--- src/rtl/text_console_pkg.sv ---
// Shared types and character codes for the text console controller.
package text_console_pkg;

    typedef enum logic [2:0] {IDLE, PUT, SCROLL, CLR_ROW, CLR_ALL} state_t;
    typedef enum logic [2:0] {CUR_NONE, CUR_ADV, CUR_NL, CUR_CR, CUR_BS, CUR_HOME} cur_cmd_t;

    localparam logic [7:0] CH_BS       = 8'h08;
    localparam logic [7:0] CH_LF       = 8'h0A;
    localparam logic [7:0] CH_FF       = 8'h0C;
    localparam logic [7:0] CH_CR       = 8'h0D;
    localparam logic [7:0] CH_PRINT_LO = 8'h20;
    localparam logic [7:0] CH_PRINT_HI = 8'h7E;

    function automatic logic is_printable(input logic [7:0] c);
        return (c >= CH_PRINT_LO) && (c <= CH_PRINT_HI);
    endfunction

endpackage

--- src/rtl/text_console_if.sv ---
// Byte stream in, character RAM port B out.
interface text_console_if #(parameter int AW = 12);
    logic          ch_valid;
    logic [7:0]    ch_data;
    logic          ch_ready;
    logic [AW-1:0] wraddress;
    logic [7:0]    data;
    logic          wren;
    logic [7:0]    q;

    modport master (output ch_valid, ch_data, q, input ch_ready, wraddress, data, wren);
    modport slave  (input ch_valid, ch_data, q, output ch_ready, wraddress, data, wren);
endinterface

--- src/rtl/text_console_cursor.sv ---
// Cursor position plus row base address (y*COLS kept incrementally, no multiplier).
module console_cursor
    import text_console_pkg::*;
#(
    parameter int COLS = 70,
    parameter int ROWS = 30,
    parameter int AW   = 12
) (
    input  logic          clk,
    input  logic          reset,
    input  cur_cmd_t      cmd,
    output logic [6:0]    x,
    output logic [4:0]    y,
    output logic [AW-1:0] row_base,
    output logic          wrap
);
    localparam logic [6:0]    X_LAST = 7'(COLS - 1);
    localparam logic [4:0]    Y_LAST = 5'(ROWS - 1);
    localparam logic [AW-1:0] COLS_A = AW'(COLS);

    // Command would push the cursor below the last row; y itself saturates.
    assign wrap = (y == Y_LAST) && (((cmd == CUR_ADV) && (x == X_LAST)) || (cmd == CUR_NL));

    always_ff @(posedge clk) begin
        if (reset) begin
            x        <= '0;
            y        <= '0;
            row_base <= '0;
        end else begin
            case (cmd)
                CUR_ADV: begin
                    if (x == X_LAST) begin
                        x <= '0;
                        if (y != Y_LAST) begin
                            y        <= y + 5'd1;
                            row_base <= row_base + COLS_A;
                        end
                    end else begin
                        x <= x + 7'd1;
                    end
                end
                CUR_NL: begin
                    x <= '0;
                    if (y != Y_LAST) begin
                        y        <= y + 5'd1;
                        row_base <= row_base + COLS_A;
                    end
                end
                CUR_CR: x <= '0;
                CUR_BS: begin
                    if (x != '0) begin
                        x <= x - 7'd1;
                    end else if (y != '0) begin
                        x        <= X_LAST;
                        y        <= y - 5'd1;
                        row_base <= row_base - COLS_A;
                    end
                end
                CUR_HOME: begin
                    x        <= '0;
                    y        <= '0;
                    row_base <= '0;
                end
                default: ;
            endcase
        end
    end
endmodule

--- src/rtl/text_console_ctrl.sv ---
// Character-stream controller: interprets bytes, drives port B of the character RAM
// for single-cell writes, one-row scroll copies and screen clears.
module text_console_ctrl
    import text_console_pkg::*;
#(
    parameter int COLS = 70,
    parameter int ROWS = 30,
    parameter int AW   = 12
) (
    input  logic          clk,
    input  logic          reset,
    text_console_if.slave bus,
    output logic [6:0]    cursor_x,
    output logic [4:0]    cursor_y,
    output logic          busy
);
    localparam logic [AW-1:0] COLS_A  = AW'(COLS);
    localparam logic [AW-1:0] TOTAL_A = AW'(COLS * ROWS);
    localparam logic [AW-1:0] N_A     = AW'(COLS * (ROWS - 1));
    localparam logic [AW-1:0] N_LAST  = AW'(COLS * (ROWS - 1) - 1);

    state_t        state;
    cur_cmd_t      cmd;
    logic          accept, wrap, wrap_pend;
    logic [AW-1:0] row_base, cur_addr;
    logic [AW-1:0] addr_r, src, dst, clr_addr;
    logic [7:0]    data_r, hold;
    logic          wren_r, slot, rd_now, hold_vld;

    assign accept        = (state == IDLE) && bus.ch_valid;
    assign cur_addr      = row_base + AW'(cursor_x);
    assign bus.ch_ready  = (state == IDLE);
    assign busy          = (state != IDLE);
    assign bus.wraddress = addr_r;
    assign bus.data      = data_r;
    assign bus.wren      = wren_r;

    always_comb begin
        cmd = CUR_NONE;
        if (accept) begin
            if (is_printable(bus.ch_data)) begin
                cmd = CUR_ADV;
            end else begin
                case (bus.ch_data)
                    CH_CR:   cmd = CUR_CR;
                    CH_LF:   cmd = CUR_NL;
                    CH_BS:   cmd = CUR_BS;
                    CH_FF:   cmd = CUR_HOME;
                    default: cmd = CUR_NONE;
                endcase
            end
        end
    end

    console_cursor #(.COLS(COLS), .ROWS(ROWS), .AW(AW)) u_cursor (
        .clk      (clk),
        .reset    (reset),
        .cmd      (cmd),
        .x        (cursor_x),
        .y        (cursor_y),
        .row_base (row_base),
        .wrap     (wrap)
    );

    always_ff @(posedge clk) begin
        if (reset) begin
            state     <= CLR_ALL;
            clr_addr  <= '0;
            wren_r    <= 1'b0;
            addr_r    <= '0;
            data_r    <= '0;
            src       <= COLS_A;
            dst       <= '0;
            slot      <= 1'b1;
            rd_now    <= 1'b0;
            hold      <= '0;
            hold_vld  <= 1'b0;
            wrap_pend <= 1'b0;
        end else begin
            case (state)
                IDLE: begin
                    // Sequencer setup is refreshed while idle so any exit starts clean.
                    wren_r   <= 1'b0;
                    src      <= COLS_A;
                    dst      <= '0;
                    slot     <= 1'b1;
                    rd_now   <= 1'b0;
                    hold_vld <= 1'b0;
                    clr_addr <= '0;
                    if (accept) begin
                        if (is_printable(bus.ch_data)) begin
                            state     <= PUT;
                            wren_r    <= 1'b1;
                            addr_r    <= cur_addr;
                            data_r    <= bus.ch_data;
                            wrap_pend <= wrap;
                        end else begin
                            case (bus.ch_data)
                                CH_BS: if ((cursor_x != '0) || (cursor_y != '0)) begin
                                    // New position is always one cell back, even across rows.
                                    state     <= PUT;
                                    wren_r    <= 1'b1;
                                    addr_r    <= cur_addr - AW'(1);
                                    data_r    <= '0;
                                    wrap_pend <= 1'b0;
                                end
                                CH_LF:   if (wrap) state <= SCROLL;
                                CH_FF:   state <= CLR_ALL;
                                default: ;
                            endcase
                        end
                    end
                end
                PUT: begin
                    wren_r <= 1'b0;
                    state  <= wrap_pend ? SCROLL : IDLE;
                end
                SCROLL: begin
                    if (!slot) begin
                        // Write slot: store the cell captured on the previous read.
                        slot   <= 1'b1;
                        wren_r <= hold_vld;
                        addr_r <= dst;
                        data_r <= hold;
                        if (hold_vld) begin
                            dst <= dst + AW'(1);
                            if (dst == N_LAST) begin
                                state    <= CLR_ROW;
                                clr_addr <= N_A;
                            end
                        end
                    end else begin
                        // Read slot: q now holds data for the read issued two edges ago.
                        slot     <= 1'b0;
                        hold     <= bus.q;
                        hold_vld <= rd_now;
                        wren_r   <= 1'b0;
                        if (src != TOTAL_A) begin
                            addr_r <= src;
                            src    <= src + AW'(1);
                            rd_now <= 1'b1;
                        end else begin
                            rd_now <= 1'b0;
                        end
                    end
                end
                CLR_ROW, CLR_ALL: begin
                    if (clr_addr != TOTAL_A) begin
                        wren_r   <= 1'b1;
                        addr_r   <= clr_addr;
                        data_r   <= '0;
                        clr_addr <= clr_addr + AW'(1);
                    end else begin
                        wren_r <= 1'b0;
                        state  <= IDLE;
                    end
                end
                default: state <= CLR_ALL;
            endcase
        end
    end
endmodule

--- src/flat_wrapper.sv ---
// flat-port wrapper written by rule: the top's interface ports become plain ports
module text_console_ctrl_flat import text_console_pkg::*;
#(
    parameter int COLS = 70,
    parameter int ROWS = 30,
    parameter int AW   = 12
)
  (clk, reset, cursor_x, cursor_y, busy, bus_ch_valid, bus_ch_data, bus_q, bus_ch_ready, bus_wraddress, bus_data, bus_wren);
  text_console_if #(.AW(AW)) bus_i ();
  input  logic clk;
  input  logic reset;
  output logic [6:0] cursor_x;
  output logic [4:0] cursor_y;
  output logic busy;
  input wire logic [$bits(bus_i.ch_valid)-1:0] bus_ch_valid;
  input wire logic [$bits(bus_i.ch_data)-1:0] bus_ch_data;
  input wire logic [$bits(bus_i.q)-1:0] bus_q;
  output wire logic [$bits(bus_i.ch_ready)-1:0] bus_ch_ready;
  output wire logic [$bits(bus_i.wraddress)-1:0] bus_wraddress;
  output wire logic [$bits(bus_i.data)-1:0] bus_data;
  output wire logic [$bits(bus_i.wren)-1:0] bus_wren;
  assign bus_i.ch_valid = bus_ch_valid;
  assign bus_i.ch_data = bus_ch_data;
  assign bus_i.q = bus_q;
  assign bus_ch_ready = bus_i.ch_ready;
  assign bus_wraddress = bus_i.wraddress;
  assign bus_data = bus_i.data;
  assign bus_wren = bus_i.wren;
  text_console_ctrl #(.COLS(COLS), .ROWS(ROWS), .AW(AW)) u_core (.clk(clk), .reset(reset), .bus(bus_i), .cursor_x(cursor_x), .cursor_y(cursor_y), .busy(busy));
endmodule
--- config.mk ---
export PLATFORM = sky130hd
export DESIGN_NAME = text_console_ctrl_flat
export DESIGN_NICKNAME = d
export VERILOG_FILES = /design/src/rtl/text_console_pkg.sv /design/src/rtl/text_console_if.sv /design/src/rtl/text_console_cursor.sv /design/src/rtl/text_console_ctrl.sv /design/src/flat_wrapper.sv
export SDC_FILE = /design/constraint.sdc
export NUM_CORES = 1
export LEC_CHECK = 0
export CORE_MARGIN = 2
export CORE_UTILIZATION = 45
export CTS_BUF_LIST = sky130_fd_sc_hd__clkbuf_2 sky130_fd_sc_hd__clkbuf_4 sky130_fd_sc_hd__clkbuf_8
export CTS_CLUSTER_DIAMETER = 150
export DETAILED_ROUTE_END_ITERATION = 16
export SLEW_MARGIN = 5
export SYNTH_ARGS = -nofsm -noshare
export SYNTH_HDL_FRONTEND = slang
export SYNTH_HIERARCHICAL = 1
export SYNTH_SLANG_ARGS = --single-unit
--- constraint.sdc ---
create_clock -name clk -period 12.6 [get_ports clk]
set_clock_uncertainty 0.1 [all_clocks]
set_input_delay 2.52 -clock clk [delete_from_list [all_inputs] [get_ports clk]]
set_output_delay 2.52 -clock clk [all_outputs]
set_load 0.05 [all_outputs]
==> results of run 1 <==
## final timing paths
path	to	slack [ns]	cells after the start
worst min-delay path	u_core/hold[7]	0.37	2
worst min register to register	u_core/hold[7]	0.37	2
worst max-delay path	u_core/u_cursor/row_base[11]	5.46	14
worst max register to register	u_core/u_cursor/row_base[11]	7.21	15
## synthesized netlist by cell type, types with 8 or more instances
cell,number
mux2i_1,9
a21oi_1,69
dfxtp_1,95
a22oi_1,17
xnor2_1,21
or3_1,11
o21a_1,8
nand3_1,28
and3_1,10
a211oi_1,22
nor3_1,25
xor2_1,22
inv_1,29
clkbuf_1,28
nor2_1,90
nor4_1,11
ha_1,30
mux2_2,11
o211ai_1,8
o21ai_0,34
nand2_1,76
nand4_1,14
nand2b_1,13
## metal layers
layer  share of wire  GRT usage  wire length (µm)  vias to the layer above
li1                -          -                 -                     3078
met1            0.46      0.329              8560                     2957
met2            0.47      0.404              8840                      191
met3           0.045     0.0311               854                       36
met4           0.030      0.113               559                        0
met5               0          0                 0                        -
## power by group through the flow
stage | combinational [mW] | sequential (mW) | clock [mW]
2_1_floorplan | 0.329 | 0.476 | 0
3_3_place_gp | 0.561 | 0.407 | 0
3_5_place_dp | 0.569 | 0.409 | 0
4_1_cts | 0.571 | 0.401 | 0.212
5_1_grt | 0.622 | 0.409 | 0.223
6_report | 0.574 | 0.402 | 0.206
## cells by family after synthesis
logic type / synth area share
muxes: 0.0329
and+or+nand+nor: 0.246
DFF: 0.293
buffers and inverters: 0.0454
xor gates and xnor gates: 0.0614
other: 0.000577
adders and majority gates: 0.0670
AOI/OAI and AO/OA: 0.254
## flip-flops by register name (all words and copies together) (netlist names)
name                      cells
u_core/bus.wren               1
u_core/wrap_pend              1
u_core/src                   12
u_core/clr_addr              12
u_core/slot                   1
u_core/u_cursor/x             7
u_core/state                  3
u_core/hold                   8
u_core/u_cursor/y             5
u_core/rd_now                 1
u_core/u_cursor/row_base     11
u_core/bus.data               8
u_core/bus.wraddress         12
u_core/hold_vld               1
u_core/dst                   12
## area by class of cell
type / count / area [µm²]
clock buffers: 10 / 138
clock inverters: 6 / 51.3
fillers: 1389 / 6700
inverters: 29 / 109
multi-input cells: 656 / 4300
flip-flops and latches: 95 / 1900
well taps: 180 / 225
repair buffers: 58 / 563
## critical path, delay by kind of cell
kind / cells / cell delay [ns]
AOI/OAI and AO/OA: 3 / 0.62
xor gates and xnor gates: 1 / 0.17
adders and majority gates: 1 / 0.47
buffers and inverters: 2 / 0.78
and+or+nand+nor: 7 / 2.78
## through the flow
stage / hold slack [ns] / instances
after CTS: 0.366 / 1034
final: 0.369 / 1034
after global placement: 0.343 / 1018
after global routing: 0.385 / 1034
after floorplan: 0.336 / 820
after detailed placement: 0.352 / 1018
==> results by group, run 1 <==
Power and ir drop
  • P_leak: 2.59 nW
  • Sw Share: 0.475
  • Internal power: 0.620 mW
  • Sequential share of power: 0.340
  • Clock Power Share: 0.174
  • Switch Pwr: 0.561 mW
  • Gate power share: 0.486
  • Max rail drop VDD: 0.0819 mV
  • Tot Pwr: 1.18 mW
  • Power Dens Cells: 162 nW/µm²

Final layout
  • Nets@finish: 901
  • Final non-filler cell area: 7290 µm²
  • ANT cells: 0
  • Most frequent cells in the layout: dfxtp_1, nor2_1, nand2_1
  • Layout Area Growth over Synthesis: 12.2%
  • Final core occ: 0.521
  • Layout cells sized above 1: 0.0714
  • Most common cell after layout, fill and taps aside: dfxtp_1

Yosys
  • Warnings, synthesis: 6
  • Post-synth EDFFs: 0
  • Netlist cell types: 85
  • Post-synthesis async set-or-reset flop share: 0
  • Synth top area share: 0.293
  • FF+latch count, synth: 95
  • Seq/Total Area, Yosys: 0.293
  • Dominant cell type by area after synthesis: dfxtp_1
  • Mapped cell area: 6500 µm²
  • Synth top area cells: dfxtp_1, ha_1, a21oi_1
  • Syn nets: 872
  • Syn_area_per_cell: 7.93 µm²
  • Top_reg_cell synth: dfxtp_1
  • Synthesized netlist cell count: 820

Clock network
  • CTS buffer count: 9
  • Max Root-Sink Buffers: 2
  • Clock Latency Late Sink: 0.39 ns
  • H-tree depth: 3
  • Post-CTS sizing: 0
  • CTS root buffer: clkbuf_8
  • Setup Buffers After CTS: 0
  • Worst-path clk slew: 0.10 ns
  • Total clock sinks: 95
  • CTS Hold Bufs: 0
  • CTS tree: yes

Worst setup path
  • CP Capture Type: register
  • Crit path cell chain: clkdlybuf4s50_1 > nor4_2 > nand2_1 > nor3_1 > nor2b_1 > nand2b_1 > inv_1 > ha_1 > nand3_1 > o211ai_1 > o221ai_1 > xnor2_1 > or3b_1 > a31oi_1
  • FF-to-FF Start: u_core/state[0]
  • Max incr delay on CP: 0.87 ns
  • Setup Crit Path Kind: input pin to register
  • CP Max Fanout: 11
  • Worst path slowest cell: nor3_1
  • Data required time at the worst endpoint: 12.81 ns
  • Crit. Startpoint: bus_ch_data[6]
  • Worst setup SP type: input pin
  • WP data arrival: 7.35 ns

Timing
  • RSZ-0062 raised after global routing: false
  • Final Cycle Share: 0.567
  • Setup TNS: 0 ns
  • Slew Limit Fails: 0
  • Endpoints failing hold: 0
  • Final worst slack: 5.46 ns
  • Fmax: 0.140 GHz
  • Crit path time final: 7.14 ns
  • Final setup viols: 0
  • Rel. slew slack: 0.214
  • Worst-margin pin slew: 1.17 ns

Routing
  • Post-route ant nets: 0
  • Post-Route WL: 18800 µm
  • First-pass DRT Iterations: 5
  • WL/cell: 18.2 µm
  • Remaining DRCs: 0
  • Routed vias/inst: 6.06
  • Via count: 6262
  • Starting DRT DRC Count: 372

Floorplanning
  • Core ar.: 14000 µm²
  • Die Height: 124 µm
  • Die width: 124 µm
  • I/O pins: 54
  • Initial Util: 0.465
  • Standard-cell row count: 43
  • Die Area: 15400 µm²

Global route
  • Global-route wire length before repair: 29900 µm
  • Largest net degree at the start of global routing: 69
  • Initial antenna violation count: 0
  • Overflow after GRT: 0
  • GRT Total Usage: 0.249
  • Vias in the first global route: 5902

Min path
  • Worst hold start: u_core/hold[7]
  • Min-delay worst type: register to register

Run status
  • Status: finished clean

Job
  • Max Cap Viol: 0

Placed design
  • PortBufs: 53
  • Gpl congestion: 0.888
  • Post-Place Setup Slack: 5.11 ns
  • Placed cell area: 7100 µm²
  • DP HPWL: 13800 µm
(Power assumes the default switching activity.)
==> run 2, diff against run 1 <==
==> constraint.sdc (replaced) <==
create_clock -name clk -period 6.95 [get_ports clk]
set_clock_uncertainty 0.1 [all_clocks]
set_input_delay 1.39 -clock clk [delete_from_list [all_inputs] [get_ports clk]]
set_output_delay 1.39 -clock clk [all_outputs]
set_load 0.05 [all_outputs]
==> run 2 against run 1 <==
Net effect: routed wire length shrank 0.58%; final area is 0.46% higher; sequential power up 82%; count of clock-buffer cells in the layout is the same; power rose by 84%; setup slack got worse by 4.1 ns; utilization up 0.24 points; non-clock buffer count is 2 higher; via count is 1.1% higher; critical path type unchanged; highest routed layer unchanged.
==> results by group, run 2 (synthesis gave the netlist of run 1 again) <==
Placed design
  • Gpl congestion: 0.920 (+3.6%)
  • Post-Place Setup Slack: 1.10 ns (-4.01 ns)
  • PortBufs: 53 (unchanged)
  • DP HPWL: 13600 µm (-1.5%)

Final layout
  • Nets@finish: 903 (+0.22%)
  • Fill count: 1376 (-0.94%)
  • ANT cells: 0 (unchanged)
  • Most common cell after layout, fill and taps aside: dfxtp_1
  • Layout cells sized above 1: 0.0736 (+0.00217)
  • Most frequent cells in the layout: dfxtp_1, nor2_1, nand2_1
  • Layout Area Growth over Synthesis: 12.7%

Worst setup path
  • CP Capture Type: register
  • CP endpoint: u_core/u_cursor/row_base[10]
  • Data required time at the worst endpoint: 7.11 ns (-5.70 ns)
  • RR Endpoint: u_core/u_cursor/row_base[10]
  • FF-to-FF Start: u_core/state[0]
  • WP data arrival: 5.70 ns (-1.65 ns)
  • Crit. Startpoint: bus_ch_data[6]
  • CP Max Fanout: 10 (-1)
  • Setup Crit Path Kind: input pin to register
  • Register-to-Register Path Depth: 16 (+1)
  • Worst setup SP type: input pin
  • Reg2Reg Setup Slack: 2.11 ns (-5.10 ns)

Floorplanning
  • Initial Util: 0.465 (unchanged)
  • Die Area: 15400 µm² (unchanged)
  • Standard-cell row count: 43 (unchanged)
  • I/O pins: 54 (unchanged)
  • Die Height: 124 µm (unchanged)
  • Die width: 124 µm (unchanged)
  • Core ar.: 14000 µm² (unchanged)

Clock network
  • Worst-path clk slew: 0.10 ns (about the same)
  • CTS tree: yes
  • CTS Hold Bufs: 0 (unchanged)
  • Total clock sinks: 95 (unchanged)
  • Setup Buffers After CTS: 0 (unchanged)
  • CTS root buffer: clkbuf_8
  • H-tree depth: 3 (unchanged)
  • Post-CTS sizing: 0 (unchanged)
  • CTS buffer count: 9 (unchanged)
  • Clock Latency Late Sink: 0.39 ns (about the same)
  • Max Root-Sink Buffers: 2 (unchanged)

Min path
  • Min-delay worst type: register to register

Routing
  • Routed vias/inst: 6.11 (+0.91%)
  • Remaining DRCs: 0 (unchanged)
  • First-pass DRT Iterations: 5 (unchanged)
  • Post-Route WL: 18700 µm (-0.58%)
  • Starting DRT DRC Count: 507 (+36%)
  • Via count: 6331 (+1.1%)
  • Post-route ant nets: 0 (unchanged)
  • WL/cell: 18.1 µm (-0.78%)

Timing
  • Setup TNS: 0 ns (unchanged)
  • Worst-margin pin slew: 1.14 ns (-0.0334 ns)
  • Crit path time final: 5.54 ns
  • Fmax: 0.180 GHz
  • Rel. slew slack: 0.239 (+0.0252)
  • RSZ-0062 raised after global routing: false
  • Final setup viols: 0 (unchanged)
  • Final Cycle Share: 0.797
  • Slew Limit Fails: 0 (unchanged)
  • Final worst slack: 1.41 ns (-4.05 ns)
  • Endpoints failing hold: 0 (unchanged)

Power and ir drop
  • Max rail drop VDD: 0.140 mV (+71%)
  • Power Dens Cells: 297 nW/µm² (+83%)
  • P_leak: 2.62 nW (+1.2%)

Global route
  • Vias in the first global route: 5824 (-1.3%)
  • Global-route wire length before repair: 30000 µm (about the same)
  • GRT Total Usage: 0.249 (+0.000409)
  • Initial antenna violation count: 0 (unchanged)
  • Largest net degree at the start of global routing: 69 (unchanged)
  • Overflow after GRT: 0 (unchanged)

Run status
  • Status: finished clean

Job
  • Max Cap Viol: 0 (unchanged)
[run 2: changes by cell type in the layout (fill, tap and decap cells not counted), sizes merged]
cell,delta
bufinv,+1
clkinv,+2
buf,+2
clkinvlp,-3
[run 2: worst min-delay path by stage]
stage,to,cells after the start,slack (ns),startpoint
floorplan,u_core/hold[5],2,0.34,u_core/hold[5]
finish,u_core/hold[2],2,0.36,u_core/hold[2]
global placement,u_core/hold[2],2,0.34,u_core/hold[2]
CTS,u_core/hold[7],2,0.36,u_core/hold[7]
global route,u_core/hold[4],2,0.39,u_core/hold[4]
detailed placement,u_core/hold[7],2,0.35,u_core/hold[7]
[run 2: critical path, cell delays in order]
cell and delay [ns]:
clkdlybuf4s50_1 0.49, nor4_2 0.60, nand2_1 0.15, nor4_1 0.26, buf_4 0.21, nor2b_1 0.33, nand2b_1 0.33, inv_1 0.38
ha_1 0.35, o21ai_0 0.24, o21bai_1 0.14, and4_1 0.24, or3_1 0.34, a32oi_1 0.19, nor2_1 0.05
[run 2: power breakdown]
part | internal (mW) | leakage [nW] | switching [mW]
Clock | 0.177 | 0.107 | 0.224
Combinational | 0.351 | 1.74 | 0.690
Sequential | 0.630 | 0.770 | 0.100
Total | 1.16 | 2.62 | 1.01
[run 2: metrics by stage]
| stage | utilization | instance area, µm² | hold slack, ns | power (mW) | std cells |
|---|---|---|---|---|---|
| floorplan | - | 6500 | 0.336 | 1.46 | 820 |
| global placement | 0.509 | 7120 | 0.344 | 1.76 | 1020 |
| finish | 0.524 | 7320 | 0.361 | 2.17 | 1036 |
| CTS | 0.524 | 7320 | 0.363 | 2.18 | 1036 |
| detailed placement | 0.509 | 7120 | 0.347 | 1.77 | 1020 |
| global route | 0.524 | 7320 | 0.389 | 2.30 | 1036 |
[run 2: final cells by class]
| type | count | area, µm² | share of cell area |
|---|---|---|---|
| clock inverters | 6 | 76.3 | 0.0104 |
| multi-input cells | 656 | 4300 | 0.587 |
| inverters | 29 | 109 | 0.0149 |
| repair buffers | 60 | 578 | 0.0789 |
| flip-flops and latches | 95 | 1900 | 0.260 |
| well taps | 180 | 225 | 0.0308 |
| clock buffers | 10 | 131 | 0.0179 |
[run 2: layer usage]
metal,up-vias,share of wire,GRT usage
li1,3098,-,-
met1,3019,0.45,0.321
met2,192,0.48,0.428
met3,22,0.050,0.0517
met4,0,0.016,0.0562
met5,-,0,0
==> run 3, diff against run 2 <==
==> constraint.sdc (replaced) <==
create_clock -name clk -period 5.3 [get_ports clk]
set_clock_uncertainty 0.1 [all_clocks]
set_input_delay 1.06 -clock clk [delete_from_list [all_inputs] [get_ports clk]]
set_output_delay 1.06 -clock clk [all_outputs]
set_load 0.05 [all_outputs]
==> run 3 against run 2 <==
Net effect: final area grew 0.75%; setup slack lost 0.75 ns; non-clock buffer count grew 4; register-to-register slack lost 1.1 ns; global-route usage grew 0.36 points; worst hold slack gained 0.0034 ns; sequential share of layout area shrank 0.19 points; routed wire length grew 1.4%; first-iteration DRC count shrank 0.79%; via count grew 0.28%; critical path type unchanged; critical endpoint is now u_core/u_cursor/row_base[11].
==> results by group, run 3 (synthesis gave the netlist of run 1 again) <==
Routing
  • Remaining DRCs: 0 (unchanged)
  • First-pass DRT Iterations: 5 (unchanged)
  • Via count: 6349 (+0.28%)
  • Post-Route WL: 19000 µm (+1.4%)
  • WL/cell: 18.2 µm (+1.0%)
  • Routed vias/inst: 6.10 (-0.10%)
  • Post-route ant nets: 0 (unchanged)
  • Starting DRT DRC Count: 503 (-0.79%)

Floorplanning
  • Die Height: 124 µm (unchanged)
  • Die width: 124 µm (unchanged)
  • Core ar.: 14000 µm² (unchanged)
  • Standard-cell row count: 43 (unchanged)
  • Initial Util: 0.465 (unchanged)
  • Die Area: 15400 µm² (unchanged)
  • I/O pins: 54 (unchanged)

Timing
  • Final Cycle Share: 0.876
  • Rel. slew slack: 0.220 (-0.0191)
  • Fmax: 0.215 GHz
  • Final setup viols: 0 (unchanged)
  • Crit path time final: 4.64 ns
  • Endpoints failing hold: 0 (unchanged)
  • Worst-margin pin slew: 1.17 ns (+0.0244 ns)
  • RSZ-0062 raised after global routing: false
  • Setup TNS: 0 ns (unchanged)
  • Slew Limit Fails: 0 (unchanged)

Run status
  • Status: finished clean

Power and ir drop
  • Sw Share: 0.461 (-0.00635)
  • Max rail drop VDD: 0.196 mV (+40%)
  • Sequential share of power: 0.332 (-0.004)
  • Gate power share: 0.474 (-0.005)
  • Tot Pwr: 2.88 mW (+33%)
  • Internal power: 1.56 mW (+34%)
  • P_leak: 2.64 nW (+0.84%)
  • Power Dens Cells: 391 nW/µm² (+32%)
  • Clock Power Share: 0.194 (+0.010)
  • Switch Pwr: 1.33 mW (+31%)

Final layout
  • Most common cell after layout, fill and taps aside: dfxtp_1
  • Most frequent cells in the layout: dfxtp_1, nor2_1, nand2_1
  • Nets@finish: 907 (+0.44%)
  • Layout cells sized above 1: 0.0791 (+0.00547)
  • Layout Area Growth over Synthesis: 13.5%
  • Fill count: 1381 (+0.36%)
  • FF/Latch Area: 1900 µm² (unchanged)
  • Area of the multi-input gates: 4310 µm² (+0.12%)
  • ANT cells: 0 (unchanged)

Min path
  • Min-delay worst type: register to register

Global route
  • Global-route wire length before repair: 30500 µm (+1.8%)
  • Overflow after GRT: 0 (unchanged)
  • Largest net degree at the start of global routing: 68 (-1.4%)
  • GRT Total Usage: 0.253 (+0.00361)
  • Vias in the first global route: 6078 (+4.4%)
  • Initial antenna violation count: 0 (unchanged)

Worst setup path
  • WP data arrival: 4.86 ns (-0.84 ns)
  • CP delay by family, top: simple AND/OR/NAND/NOR gates
  • Buf/Inv on CP: 3 (unchanged)
  • Data required time at the worst endpoint: 5.52 ns (-1.59 ns)
  • Max incr delay on CP: 0.50 ns (-0.10 ns)
  • Worst path slowest cell: clkdlybuf4s50_1
  • CP Capture Type: register
  • CP Max Fanout: 10 (unchanged)
  • Setup Crit Path Kind: input pin to register
  • Worst setup SP type: input pin
  • Crit path cell chain: clkdlybuf4s50_1 > nor4_2 > buf_4 > nand2_1 > nor4_1 > nor2b_1 > nand2b_1 > inv_1 > ha_1 > a21oi_1 > o211ai_1 > o221ai_1 > xnor2_1 > or3b_1 > a31oi_1

Clock network
  • Max Root-Sink Buffers: 2 (unchanged)
  • H-tree depth: 3 (unchanged)
  • Total clock sinks: 95 (unchanged)
  • CTS tree: yes
  • Clock Latency Late Sink: 0.39 ns (about the same)
  • Post-CTS sizing: 0 (unchanged)
  • Setup Buffers After CTS: 0 (unchanged)
  • CTS Hold Bufs: 0 (unchanged)
  • Worst-path clk slew: 0.10 ns (about the same)
  • CTS root buffer: clkbuf_8
  • CTS buffer count: 9 (unchanged)

Placed design
  • Gpl congestion: 0.921 (+0.11%)
  • PortBufs: 53 (unchanged)
  • DP HPWL: 13900 µm (+2.1%)

Job
  • Max Cap Viol: 0 (unchanged)
-- run 3: cell types whose count changed in the layout (fill, tap and decap cells not counted) --
cell | before | now
a211oi_1 | 22 | 21
buf_4 | 7 | 11
clkinv_4 | 2 | 0
bufinv_16 | 1 | 2
a211oi_2 | 1 | 2
clkinvlp_4 | 0 | 2
clkbuf_4 | 1 | 0
-- run 3: power groups by stage --
stage	Combinational, mW	Sequential (mW)	Clock (mW)
5_1_grt	1.48	0.978	0.606
3_5_place_dp	1.36	0.970	0
6_report	1.37	0.958	0.561
4_1_cts	1.36	0.956	0.576
3_3_place_gp	1.34	0.969	0
2_1_floorplan	0.781	1.13	0
-- run 3: layer usage --
metal / global-route usage / wire [µm]
met1: 0.326 / 8700
met2: 0.419 / 8940
met3: 0.0490 / 785
met4: 0.0934 / 541
met5: 0 / 0
-- run 3: cell type report --
class,count,area share
clock buffers,9,0.0168
flip-flops and latches,95,0.258
multi-input cells,656,0.584
clock inverters,7,0.0141
repair buffers,64,0.0824
well taps,180,0.0305
inverters,29,0.0148
-- run 3: worst paths after layout --
| path | endpoint | startpoint | slack (ns) | cells past startpoint |
|---|---|---|---|---|
| setup / recovery | u_core/u_cursor/row_base[11] | bus_ch_data[6] | 0.66 | 15 |
| hold / removal | u_core/wrap_pend | u_core/wrap_pend | 0.36 | 2 |
| setup reg to reg | u_core/u_cursor/row_base[11] | u_core/state[0] | 0.99 | 15 |
| hold reg to reg | u_core/wrap_pend | u_core/wrap_pend | 0.36 | 2 |
-- run 3: worst min-delay path, stage by stage (launching register included) --
cell and delay, ns:
dfxtp_1 0.32, nand2_1 0.05, a21oi_1 0.05
-- run 3: per-stage QoR --
step / worst slack, ns / utilization / cells / cell area (µm²) / hold slack, ns
2_1_floorplan: 0.479 / - / 820 / 6500 / 0.336
3_3_place_gp: 0.430 / 0.511 / 1024 / 7150 / 0.346
3_5_place_dp: 0.335 / 0.511 / 1024 / 7150 / 0.351
4_1_cts: 0.731 / 0.527 / 1040 / 7370 / 0.366
5_1_grt: 0.361 / 0.527 / 1040 / 7380 / 0.389
6_report: 0.659 / 0.527 / 1040 / 7380 / 0.364
